==> config.mk <==
export PLATFORM = sky130hd
export DESIGN_NAME = key_debouncer
export DESIGN_NICKNAME = d
export VERILOG_FILES = /design/src/rtl/key_debouncer_pkg.sv /design/src/rtl/key_debounce_chan.sv /design/src/rtl/key_debouncer.sv
export SDC_FILE = /design/constraint.sdc
export NUM_CORES = 1
export LEC_CHECK = 0
export ABC_AREA = 1
export CAP_MARGIN = 20
export CELL_PAD_IN_SITES_DETAIL_PLACEMENT = 0
export CELL_PAD_IN_SITES_GLOBAL_PLACEMENT = 1
export CORE_UTILIZATION = 44
export CTS_CLUSTER_DIAMETER = 150
export DETAILED_ROUTE_END_ITERATION = 8
export PLACE_DENSITY = 0.82
export SETUP_SLACK_MARGIN = 0.4
export SYNTH_ARGS = -nofsm -noshare
export SYNTH_HDL_FRONTEND = slang
export SYNTH_SLANG_ARGS = --single-unit
==> constraint.sdc <==
create_clock -name clk -period 1.8 [get_ports clk]
set_input_delay 0.45 -clock clk [delete_from_list [all_inputs] [get_ports clk]]
set_output_delay 0.45 -clock clk [all_outputs]
set_load 0.02 [all_outputs]
==> src/rtl/key_debouncer_pkg.sv <==
`default_nettype none
// ============================================================================
//  Module      : key_pkg
//  Description : Shared types and constants for the push-button debouncer.
//                Used by key_debounce_chan and key_debouncer.
//  Revision    : 1.0 - initial release
// ============================================================================
package key_pkg;

    // Per-key debounce state.
    typedef enum logic [1:0] {
        IDLE       = 2'd0,
        PRESS_WAIT = 2'd1,
        PRESSED    = 2'd2,
        REL_WAIT   = 2'd3
    } key_state_e;

    // Depth of the metastability synchroniser on each raw key pin.
    localparam int KEY_SYNC_STAGES = 2;

    // Bits needed to hold the values 0..max_val. Never returns less than 1.
    function automatic int cnt_width(input int max_val);
        return (max_val < 2) ? 1 : $clog2(max_val + 1);
    endfunction

endpackage
`default_nettype wire

==> src/rtl/key_debounce_chan.sv <==
`default_nettype none
// ============================================================================
//  Module      : key_debounce_chan
//  Description : One debounce channel: 2-flop synchroniser, 4-state debounce
//                FSM stepped by a shared sample tick, and registered level /
//                press / release outputs.
//                Optional auto-repeat of press pulses: KEY_AUTOREPEAT_EN.
//  Revision    : 1.0 - initial release
// ============================================================================
module key_debounce_chan
    import key_pkg::*;
#(
    parameter int DEBOUNCE_TICKS = 10,
    parameter int REPEAT_DELAY   = 500,
    parameter int REPEAT_RATE    = 100
) (
    input  logic clk,
    input  logic rst_n,
    input  logic i_tick,
    input  logic i_key_n,
    output logic o_level,
    output logic o_press,
    output logic o_release
);

    localparam int            c_cnt_w = cnt_width(DEBOUNCE_TICKS);
    localparam logic [c_cnt_w-1:0] c_deb = c_cnt_w'(DEBOUNCE_TICKS);
    localparam logic [c_cnt_w-1:0] c_one = c_cnt_w'(1);

    logic [KEY_SYNC_STAGES-1:0] r_sync;
    key_state_e                 r_state;
    key_state_e                 w_state_nxt;
    logic [c_cnt_w-1:0]         r_cnt;
    logic [c_cnt_w-1:0]         w_cnt_nxt;
    logic [c_cnt_w-1:0]         w_cnt_inc;
    logic                       w_pressed;
    logic                       w_press_nxt;
    logic                       w_release_nxt;
    logic                       w_level_nxt;
    logic                       w_rep_fire;
    logic                       r_level;
    logic                       r_press;
    logic                       r_release;

    // Raw pin is asynchronous and active-low; resets to "released".
    always_ff @(posedge clk or negedge rst_n) begin
        if (!rst_n) begin
            r_sync <= '1;
        end else begin
            r_sync <= {r_sync[KEY_SYNC_STAGES-2:0], i_key_n};
        end
    end

    assign w_pressed = ~r_sync[KEY_SYNC_STAGES-1];

    // Saturating stability counter increment.
    assign w_cnt_inc = (r_cnt >= c_deb) ? c_deb : r_cnt + 1'b1;

`ifdef KEY_AUTOREPEAT_EN
    localparam int c_rep_max = (REPEAT_DELAY > REPEAT_RATE) ? REPEAT_DELAY : REPEAT_RATE;
    localparam int c_rep_w   = cnt_width(c_rep_max);
    localparam logic [c_rep_w-1:0] c_rep_delay = c_rep_w'(REPEAT_DELAY);
    localparam logic [c_rep_w-1:0] c_rep_rate  = c_rep_w'(REPEAT_RATE);

    logic [c_rep_w-1:0] r_rep_cnt;
    logic               r_rep_armed;
    logic [c_rep_w-1:0] w_rep_inc;
    logic [c_rep_w-1:0] w_rep_target;
    logic               w_rep_run;

    // Counter only advances on ticks that keep the key in PRESSED; it is
    // held through REL_WAIT so a bounce back to PRESSED resumes the period.
    assign w_rep_run    = i_tick && (r_state == PRESSED) && w_pressed;
    assign w_rep_inc    = r_rep_cnt + 1'b1;
    assign w_rep_target = r_rep_armed ? c_rep_rate : c_rep_delay;
    assign w_rep_fire   = w_rep_run && (w_rep_inc == w_rep_target);

    // Repeat period counter; cleared once the key is fully released.
    always_ff @(posedge clk or negedge rst_n) begin
        if (!rst_n) begin
            r_rep_cnt   <= '0;
            r_rep_armed <= 1'b0;
        end else if (w_state_nxt == IDLE) begin
            r_rep_cnt   <= '0;
            r_rep_armed <= 1'b0;
        end else if (w_rep_fire) begin
            r_rep_cnt   <= '0;
            r_rep_armed <= 1'b1;
        end else if (w_rep_run) begin
            r_rep_cnt   <= w_rep_inc;
        end
    end
`else
    logic w_unused_rep;

    assign w_rep_fire   = 1'b0;
    assign w_unused_rep = ^{REPEAT_DELAY[0], REPEAT_RATE[0]};
`endif

    // Debounce FSM state and stability counter.
    always_ff @(posedge clk or negedge rst_n) begin
        if (!rst_n) begin
            r_state <= IDLE;
            r_cnt   <= '0;
        end else begin
            r_state <= w_state_nxt;
            r_cnt   <= w_cnt_nxt;
        end
    end

    // Next-state and pulse decode; the FSM only moves on a sample tick.
    always_comb begin
        w_state_nxt   = r_state;
        w_cnt_nxt     = r_cnt;
        w_press_nxt   = 1'b0;
        w_release_nxt = 1'b0;
        if (i_tick) begin
            case (r_state)
                IDLE: begin
                    if (w_pressed) begin
                        if (DEBOUNCE_TICKS == 1) begin
                            w_state_nxt = PRESSED;
                            w_cnt_nxt   = '0;
                            w_press_nxt = 1'b1;
                        end else begin
                            w_state_nxt = PRESS_WAIT;
                            w_cnt_nxt   = c_one;
                        end
                    end
                end
                PRESS_WAIT: begin
                    if (!w_pressed) begin
                        w_state_nxt = IDLE;
                        w_cnt_nxt   = '0;
                    end else if (w_cnt_inc == c_deb) begin
                        w_state_nxt = PRESSED;
                        w_cnt_nxt   = '0;
                        w_press_nxt = 1'b1;
                    end else begin
                        w_cnt_nxt   = w_cnt_inc;
                    end
                end
                PRESSED: begin
                    if (!w_pressed) begin
                        if (DEBOUNCE_TICKS == 1) begin
                            w_state_nxt   = IDLE;
                            w_cnt_nxt     = '0;
                            w_release_nxt = 1'b1;
                        end else begin
                            w_state_nxt = REL_WAIT;
                            w_cnt_nxt   = c_one;
                        end
                    end else begin
                        w_press_nxt = w_rep_fire;
                    end
                end
                REL_WAIT: begin
                    if (w_pressed) begin
                        w_state_nxt = PRESSED;
                        w_cnt_nxt   = '0;
                    end else if (w_cnt_inc == c_deb) begin
                        w_state_nxt   = IDLE;
                        w_cnt_nxt     = '0;
                        w_release_nxt = 1'b1;
                    end else begin
                        w_cnt_nxt     = w_cnt_inc;
                    end
                end
                default: begin
                    w_state_nxt = IDLE;
                    w_cnt_nxt   = '0;
                end
            endcase
        end
        w_level_nxt = (w_state_nxt == PRESSED) || (w_state_nxt == REL_WAIT);
    end

    // Registered outputs: pulses appear the clock after the accepting tick.
    always_ff @(posedge clk or negedge rst_n) begin
        if (!rst_n) begin
            r_level   <= 1'b0;
            r_press   <= 1'b0;
            r_release <= 1'b0;
        end else begin
            r_level   <= w_level_nxt;
            r_press   <= w_press_nxt;
            r_release <= w_release_nxt;
        end
    end

    assign o_level   = r_level;
    assign o_press   = r_press;
    assign o_release = r_release;

endmodule
`default_nettype wire

==> src/rtl/key_debouncer.sv <==
`default_nettype none
// ============================================================================
//  Module      : key_debouncer
//  Description : Debounces NUM_KEYS raw active-low push-buttons. A shared
//                prescaler produces the sample tick; each key has its own
//                key_debounce_chan.
//                Optional auto-repeat of press pulses: KEY_AUTOREPEAT_EN.
//  Revision    : 1.0 - initial release
// ============================================================================
module key_debouncer
    import key_pkg::*;
#(
    parameter int NUM_KEYS       = 4,
    parameter int TICK_DIV       = 50000,
    parameter int DEBOUNCE_TICKS = 10,
    parameter int REPEAT_DELAY   = 500,
    parameter int REPEAT_RATE    = 100
) (
    input  logic                clk,
    input  logic                rst_n,
    input  logic [NUM_KEYS-1:0] Key,
    output logic [NUM_KEYS-1:0] key_level,
    output logic [NUM_KEYS-1:0] key_press,
    output logic [NUM_KEYS-1:0] key_release
);

    localparam int                 c_pre_w    = cnt_width(TICK_DIV - 1);
    localparam logic [c_pre_w-1:0] c_pre_last = c_pre_w'(TICK_DIV - 1);

    logic [c_pre_w-1:0] r_pre;
    logic               w_tick;

    // With TICK_DIV=1 the count sits at 0 and the tick is permanently high.
    assign w_tick = (r_pre == c_pre_last);

    // Free-running sample prescaler, 0..TICK_DIV-1.
    always_ff @(posedge clk or negedge rst_n) begin
        if (!rst_n) begin
            r_pre <= '0;
        end else if (w_tick) begin
            r_pre <= '0;
        end else begin
            r_pre <= r_pre + 1'b1;
        end
    end

    generate
        for (genvar gi = 0; gi < NUM_KEYS; gi++) begin : g_chan
            key_debounce_chan #(
                .DEBOUNCE_TICKS (DEBOUNCE_TICKS),
                .REPEAT_DELAY   (REPEAT_DELAY),
                .REPEAT_RATE    (REPEAT_RATE)
            ) u_chan (
                .clk       (clk),
                .rst_n     (rst_n),
                .i_tick    (w_tick),
                .i_key_n   (Key[gi]),
                .o_level   (key_level[gi]),
                .o_press   (key_press[gi]),
                .o_release (key_release[gi])
            );
        end
    endgenerate

endmodule
`default_nettype wire
Word-level counts from Yosys, hierarchy flattened
Index checks and enable logic that the tools add are counted.
{"block": "word_totals", "reg_bits": 60, "elab_cells": 168}
{"block": "op_classes", "magnitude_cmp": 4, "eq_ne": 33, "addsub": 5, "n_mux": 89, "reduce_logical": 12}
{"operator": "4-bit two-way mux", "count": 24}
{"operator": "4-bit one-hot mux with 4 select lines", "count": 4}
{"operator": "2-bit two-way mux", "count": 28}
{"operator": "2-bit == test, second input constant", "count": 16}
{"operator": "2-bit one-hot mux with 4 select lines", "count": 4}
{"operator": "1-bit two-way mux", "count": 28}
{"operator": "16-bit by 1-bit adder with 16-bit output, second input constant", "count": 1}
{"operator": "4-bit by 1-bit adder with 4-bit output, second input constant", "count": 4}
{"operator": "16-bit == test, second input constant", "count": 1}
{"operator": "4-bit == test, second input constant", "count": 4}
{"operator": "4-bit greater-or-equal comparator, second input constant", "count": 4}
{"operator": "16-bit two-way mux", "count": 1}
{"operator": "3-bit AND reduction", "count": 4}
{"operator": "2-bit by 1-bit == test with 1-bit output, second input constant", "count": 4}
{"operator": "2-bit logical NOT", "count": 4}
{"operator": "2-bit by 1-bit inequality test with 1-bit output, second input constant", "count": 4}
{"operator": "2-bit inequality test, second input constant", "count": 4}
{"operator": "1-bit logical OR", "count": 4}

Depth between registers and ports, before layout
{"block": "logic_depth", "depth_word": 9, "ltp_mapped": 11, "mapped_depth_nobuf": 11}

Hierarchy
From an unflattened synthesis, not the netlist that was laid out.
{"block": "unflattened", "hier_cells": 372, "hier_area_um2": 3205.6}
{"mod": "key_debounce_chan", "area_per_inst_um2": 574.3, "seq_area_each_um2": 277.8, "instances": 4, "cells_each": 63}
{"mod": "key_debouncer", "area_per_inst_um2": 908.4, "seq_area_each_um2": 400.4, "instances": 1, "cells_each": 120}

Worst setup path after synthesis
Ideal clock, no wire load.
{"block": "synth_path", "path_kind": "reg2reg", "start": "reg r_pre[0]", "end": "reg g_chan[3].u_chan.r_level", "path_stages_with_launch": 10, "t_required_ps": 1685, "setup_time_ps": 115, "arrival_ps": 1342, "path_buffers": 1, "path_slack_ps": 343, "cell_sequence": "dfrtp_1 > ha_1 > nand2_1 > nor2_4 > nand2_1 > nor2_4 > buf_6 > nand4_1 > nand2_1 > inv_1"}
{"block": "synth_between", "elab_chain_len": 4, "elab_cells_between_ends": 5, "classes_between": "eq/ne (3); mux (1); reduce/logical (1)"}
{"item": "from (decl)", "line": "key_debouncer.sv:30", "source": "logic [c_pre_w-1:0] r_pre;"}
{"item": "from (signal assigned)", "line": "key_debouncer.sv:43", "source": "r_pre <= r_pre + 1'b1;"}
{"item": "16-bit == test (*)", "line": "key_debouncer.sv:34", "source": "assign w_tick = (r_pre == c_pre_last);"}
{"item": "2-bit two-way mux (*)", "line": "key_debounce_chan.sv:117", "source": "if (i_tick) begin"}
{"item": "2-bit == test", "line": "key_debounce_chan.sv:175", "source": "w_level_nxt = (w_state_nxt == PRESSED) || (w_state_nxt == REL_WAIT);"}
{"item": "1-bit logical OR (*)", "line": "key_debounce_chan.sv:175"}
{"item": "named net g_chan[3].u_chan.w_level_nxt", "line": "key_debounce_chan.sv:39", "source": "logic w_level_nxt;"}
{"item": "to (signal assigned)", "line": "key_debounce_chan.sv:185", "source": "r_level <= w_level_nxt;"}
{"item": "to (decl)", "line": "key_debounce_chan.sv:41", "source": "logic r_level;"}
The timed path passes the listed nets; every way through them passes the cells marked *.
A chain may end at the register's enable or synchronous reset.

Worst setup path after layout
{"block": "layout_path", "start": "reg r_pre[0]", "end": "reg r_pre[12]"}
{"block": "layout_between", "elab_chain_len": 2, "elab_cells_between_ends": 3, "classes_between": "add/sub (1); eq/ne (1); mux (1)"}
{"item": "16-bit by 1-bit adder with 16-bit output / 16-bit == test (equally long branches)", "line": "key_debouncer.sv:43, key_debouncer.sv:34"}
{"item": "16-bit two-way mux (*)", "line": "key_debouncer.sv:40", "source": "end else if (w_tick) begin"}
Mark *: on every way between the ends. The rest lies on a longest branch, timed or not.

==> results <==
per-layer routing:
metal	up-vias	global-route usage (%)	share of wire, %
met5	-	0	0
met2	31	31.9	50
met1	1242	23.7	47
met3	5	4.95	2.7
met4	0	7.58	0.64
li1	1351	-	-
logic make-up after synthesis:
family | Yosys count | share of synthesized area [%]
AO/OA/AOI/OAI | 42 | 6.96
XOR/XNOR | 7 | 1.96
adder cells (fa/ha/maj) | 9 | 3.60
buffers and inverters | 76 | 10.8
flip-flops | 60 | 48.3
AND/OR/NAND/NOR | 208 | 28.3
worst min-delay path by stage:
stage	startpoint	endpoint
after floorplan	rst_n	g_chan[0].u_chan.o_level
after global placement	g_chan[0].u_chan.r_sync[0]	g_chan[0].u_chan.r_sync[1]
after detailed placement	g_chan[2].u_chan.r_sync[0]	g_chan[2].u_chan.r_sync[1]
after CTS	rst_n	g_chan[1].u_chan.r_state[1]
after global routing	rst_n	g_chan[1].u_chan.r_state[1]
final	rst_n	g_chan[1].u_chan.r_state[1]
registers in the layout, summed over array words and instances (netlist names):
register	flops
r_pre	16
g_chan.u_chan.r_cnt	16
g_chan.u_chan.o_press	4
g_chan.u_chan.r_state	8
g_chan.u_chan.o_release	4
g_chan.u_chan.o_level	4
g_chan.u_chan.r_sync	8
synth_stat cells:
| library cell | instances | area share (%) |
|---|---|---|
| buf_6 | 1 | 0.36 |
| nand3_1 | 18 | 2.9 |
| inv_2 | 3 | 0.36 |
| nand2_2 | 1 | 0.20 |
| nand4_1 | 10 | 2.0 |
| ha_1 | 9 | 3.6 |
| or2_2 | 1 | 0.20 |
| nor4_1 | 4 | 0.80 |
| o22ai_1 | 1 | 0.20 |
| buf_4 | 12 | 2.9 |
| o21a_1 | 1 | 0.24 |
| dfstp_2 | 8 | 6.7 |
| a21oi_1 | 7 | 1.1 |
| xnor2_1 | 1 | 0.28 |
| a21boi_0 | 1 | 0.24 |
| o21ai_1 | 13 | 2.1 |
| a31oi_1 | 1 | 0.20 |
| nor3_1 | 5 | 0.80 |
| nand3_2 | 1 | 0.32 |
| xor2_1 | 6 | 1.7 |
| nor2_1 | 43 | 5.2 |
| nor2_4 | 3 | 1.1 |
| nor2_2 | 3 | 0.60 |
| o21ai_0 | 18 | 2.9 |
| dfrtp_1 | 52 | 42 |
| inv_1 | 60 | 7.2 |
| nand2_1 | 119 | 14 |
power by group through the flow:
stage	clock (W)	combinational (W)	sequential, W
2_1_floorplan	0	0.00000910	0.00139
3_3_place_gp	0	0.0000554	0.00139
3_5_place_dp	0	0.0000556	0.00139
4_1_cts	0.00119	0.0000595	0.00137
5_1_grt	0.00124	0.0000678	0.00137
6_report	0.00114	0.0000590	0.00137
what timing repair did:
item / CTS / global route
setup endpoints to repair: 58 / 53
resized for setup: 93 / 62
hold buffers: 0 / 0
setup buffers: 12 / 17
pin swaps: 16 / 32
area by class of cell:
cell class | instances | area, sq um
fill | 613 | 2700
sequential | 60 | 1520
clock buffer | 13 | 149
inverter | 63 | 239
multi-input combinational | 266 | 1620
tap | 96 | 120
timing repair buffer | 54 | 450
clock inverter | 2 | 35.0
critical path: cells and delay by family, from the launching register on:
kind	cells	cell delay, ns
xor+xnor	1	0.13
fa+ha+maj	1	0.20
buf+inv	2	0.19
flops	1	0.36
simple gates	5	0.62
per-stage QoR:
step / hold WS, ns / instance area [sq um] / instances / TNS (ns) / total power [W]
after floorplan: 0.154 / 3140 / 402 / 0 / 0.00140
after global placement: 0.346 / 3390 / 510 / 0 / 0.00145
after detailed placement: 0.347 / 3390 / 510 / -0.00699 / 0.00145
after CTS: 0.0204 / 3810 / 537 / 0 / 0.00262
after global routing: 0.0415 / 4130 / 554 / 0 / 0.00268
final: 0.0380 / 4130 / 554 / 0 / 0.00257
==> impl_metrics.yaml <==
critical_path:
  worst-setup-path-type: "flip-flop to flip-flop"
  crit_chain: "ha_2 -> nand2_2 -> nor2_4 -> buf_4 -> nand2_1 -> nor2_4 -> nand2_1 -> xor2_1 -> inv_1"
  worstSetupEndpoint: "r_pre[12]"
  arrival_ns: 1.84
  cp-start-kind: "flip-flop"
  setup.worst_path.start: "r_pre[0]"
  slowest_stage: "dfrtp_1"
  cpPeakStageDelay_ns: 0.36
  path_max_fanout: 6
  cp-end-kind: "flip-flop"
  worstPathRequired_ns: 2.02
  timing.rr.end: "r_pre[12]"
  r2r.worst_path.cells: 9
  r2r_start: "r_pre[0]"
  rrSetupSlack_ns: 0.19
place:
  dpl.hpwl_um: 4380
  gp_congestion: 0.862
  io_buffers: 17
  post-place-ws_ns: -0.00699
route:
  wire_per_inst_um: 11.9
  vias_per_cell: 4.75
  firstDrtPassIters: 4
  drcViolationCount: 0
  ant_nets: 0
  drt-initial-drc-count: 108
  drt_wl_total_um: 6580
  dr_total_vias: 2629
power_and_ir_drop:
  leakage_nw: 2.07
  seq_power_share_pct: 53.2
  power.density_nw_per_um2: 623
  p_sw_share_pct: 20.3
  combPwrFrac_pct: 2.3
  ir_worst_vdd_mv: 0.379
  p_int_w: 0.00205
  p_sw_w: 0.000522
  clkPwrFrac_pct: 44.5
sta:
  slew_viol_final: 0
  worst_slack_ns: 0.186
  skew_ns: 0.00934
  slew_headroom_pct: 75.0
  rsz0062_at_grt: "yes"
  fmax_mhz: 619
  post-route-period-util_pct: 89.7
  fin_crit_ns: 1.61
  finalHoldViolations: 0
  setup_viol: 0
  worstMarginPinSlew_ns: 0.375
synth:
  syn-mean-instance-area_sq_um: 7.78
  synth_fp_nets: 417
  yosysWarnings: 0
  ys_ff_latch: 60
  synth_cell_type_count: 27
  synthCells: 402
  ys_seq_area_share_pct: 48.3
  synth_area_sq_um: 3130
clocking:
  cts.clk_slew.worst_paths_ns: 0.06
  clock_path_buffers: 2
  clock_latency_ns: 0.33
  ctsRootBufferMaster: "clkbuf_8"
  htree_levels: 3
  numClockSinks: 60
  cts_buffers: 9
  cts_tree: "built"
grt:
  grt_max_degree: 29
  grt_pass1_wl_um: 11000
  antenna_found_initial: 0
  overflow: 0
  grt.total_usage_pct: 19.1
  grt_pass1_vias: 2525
floorplan:
  die_height_um: 86.3
  core_sq_um: 6830
  dieArea_sq_um: 7450
  ioPinCount: 18
  die-width_um: 86.3
  core.rowCount: 30
  start_util_pct: 45.8
flow_run:
  drv_cap: 0
hold_path:
  hold_class: "input pin to async pin"
finish:
  syn_to_final_growth_pct: 32.1
  nets: 469
  layout_common_cells: "nand2_1 (101), inv_1 (53), dfrtp_1 (48)"
  final_common_cell: "nand2_1"
  drive_above_1_share_pct: 33.8
  n_antenna_cell: 0
  utilization_pct: 60.5
run_status:
  run_status: "completed"
Power figures use the tool's default switching activity.
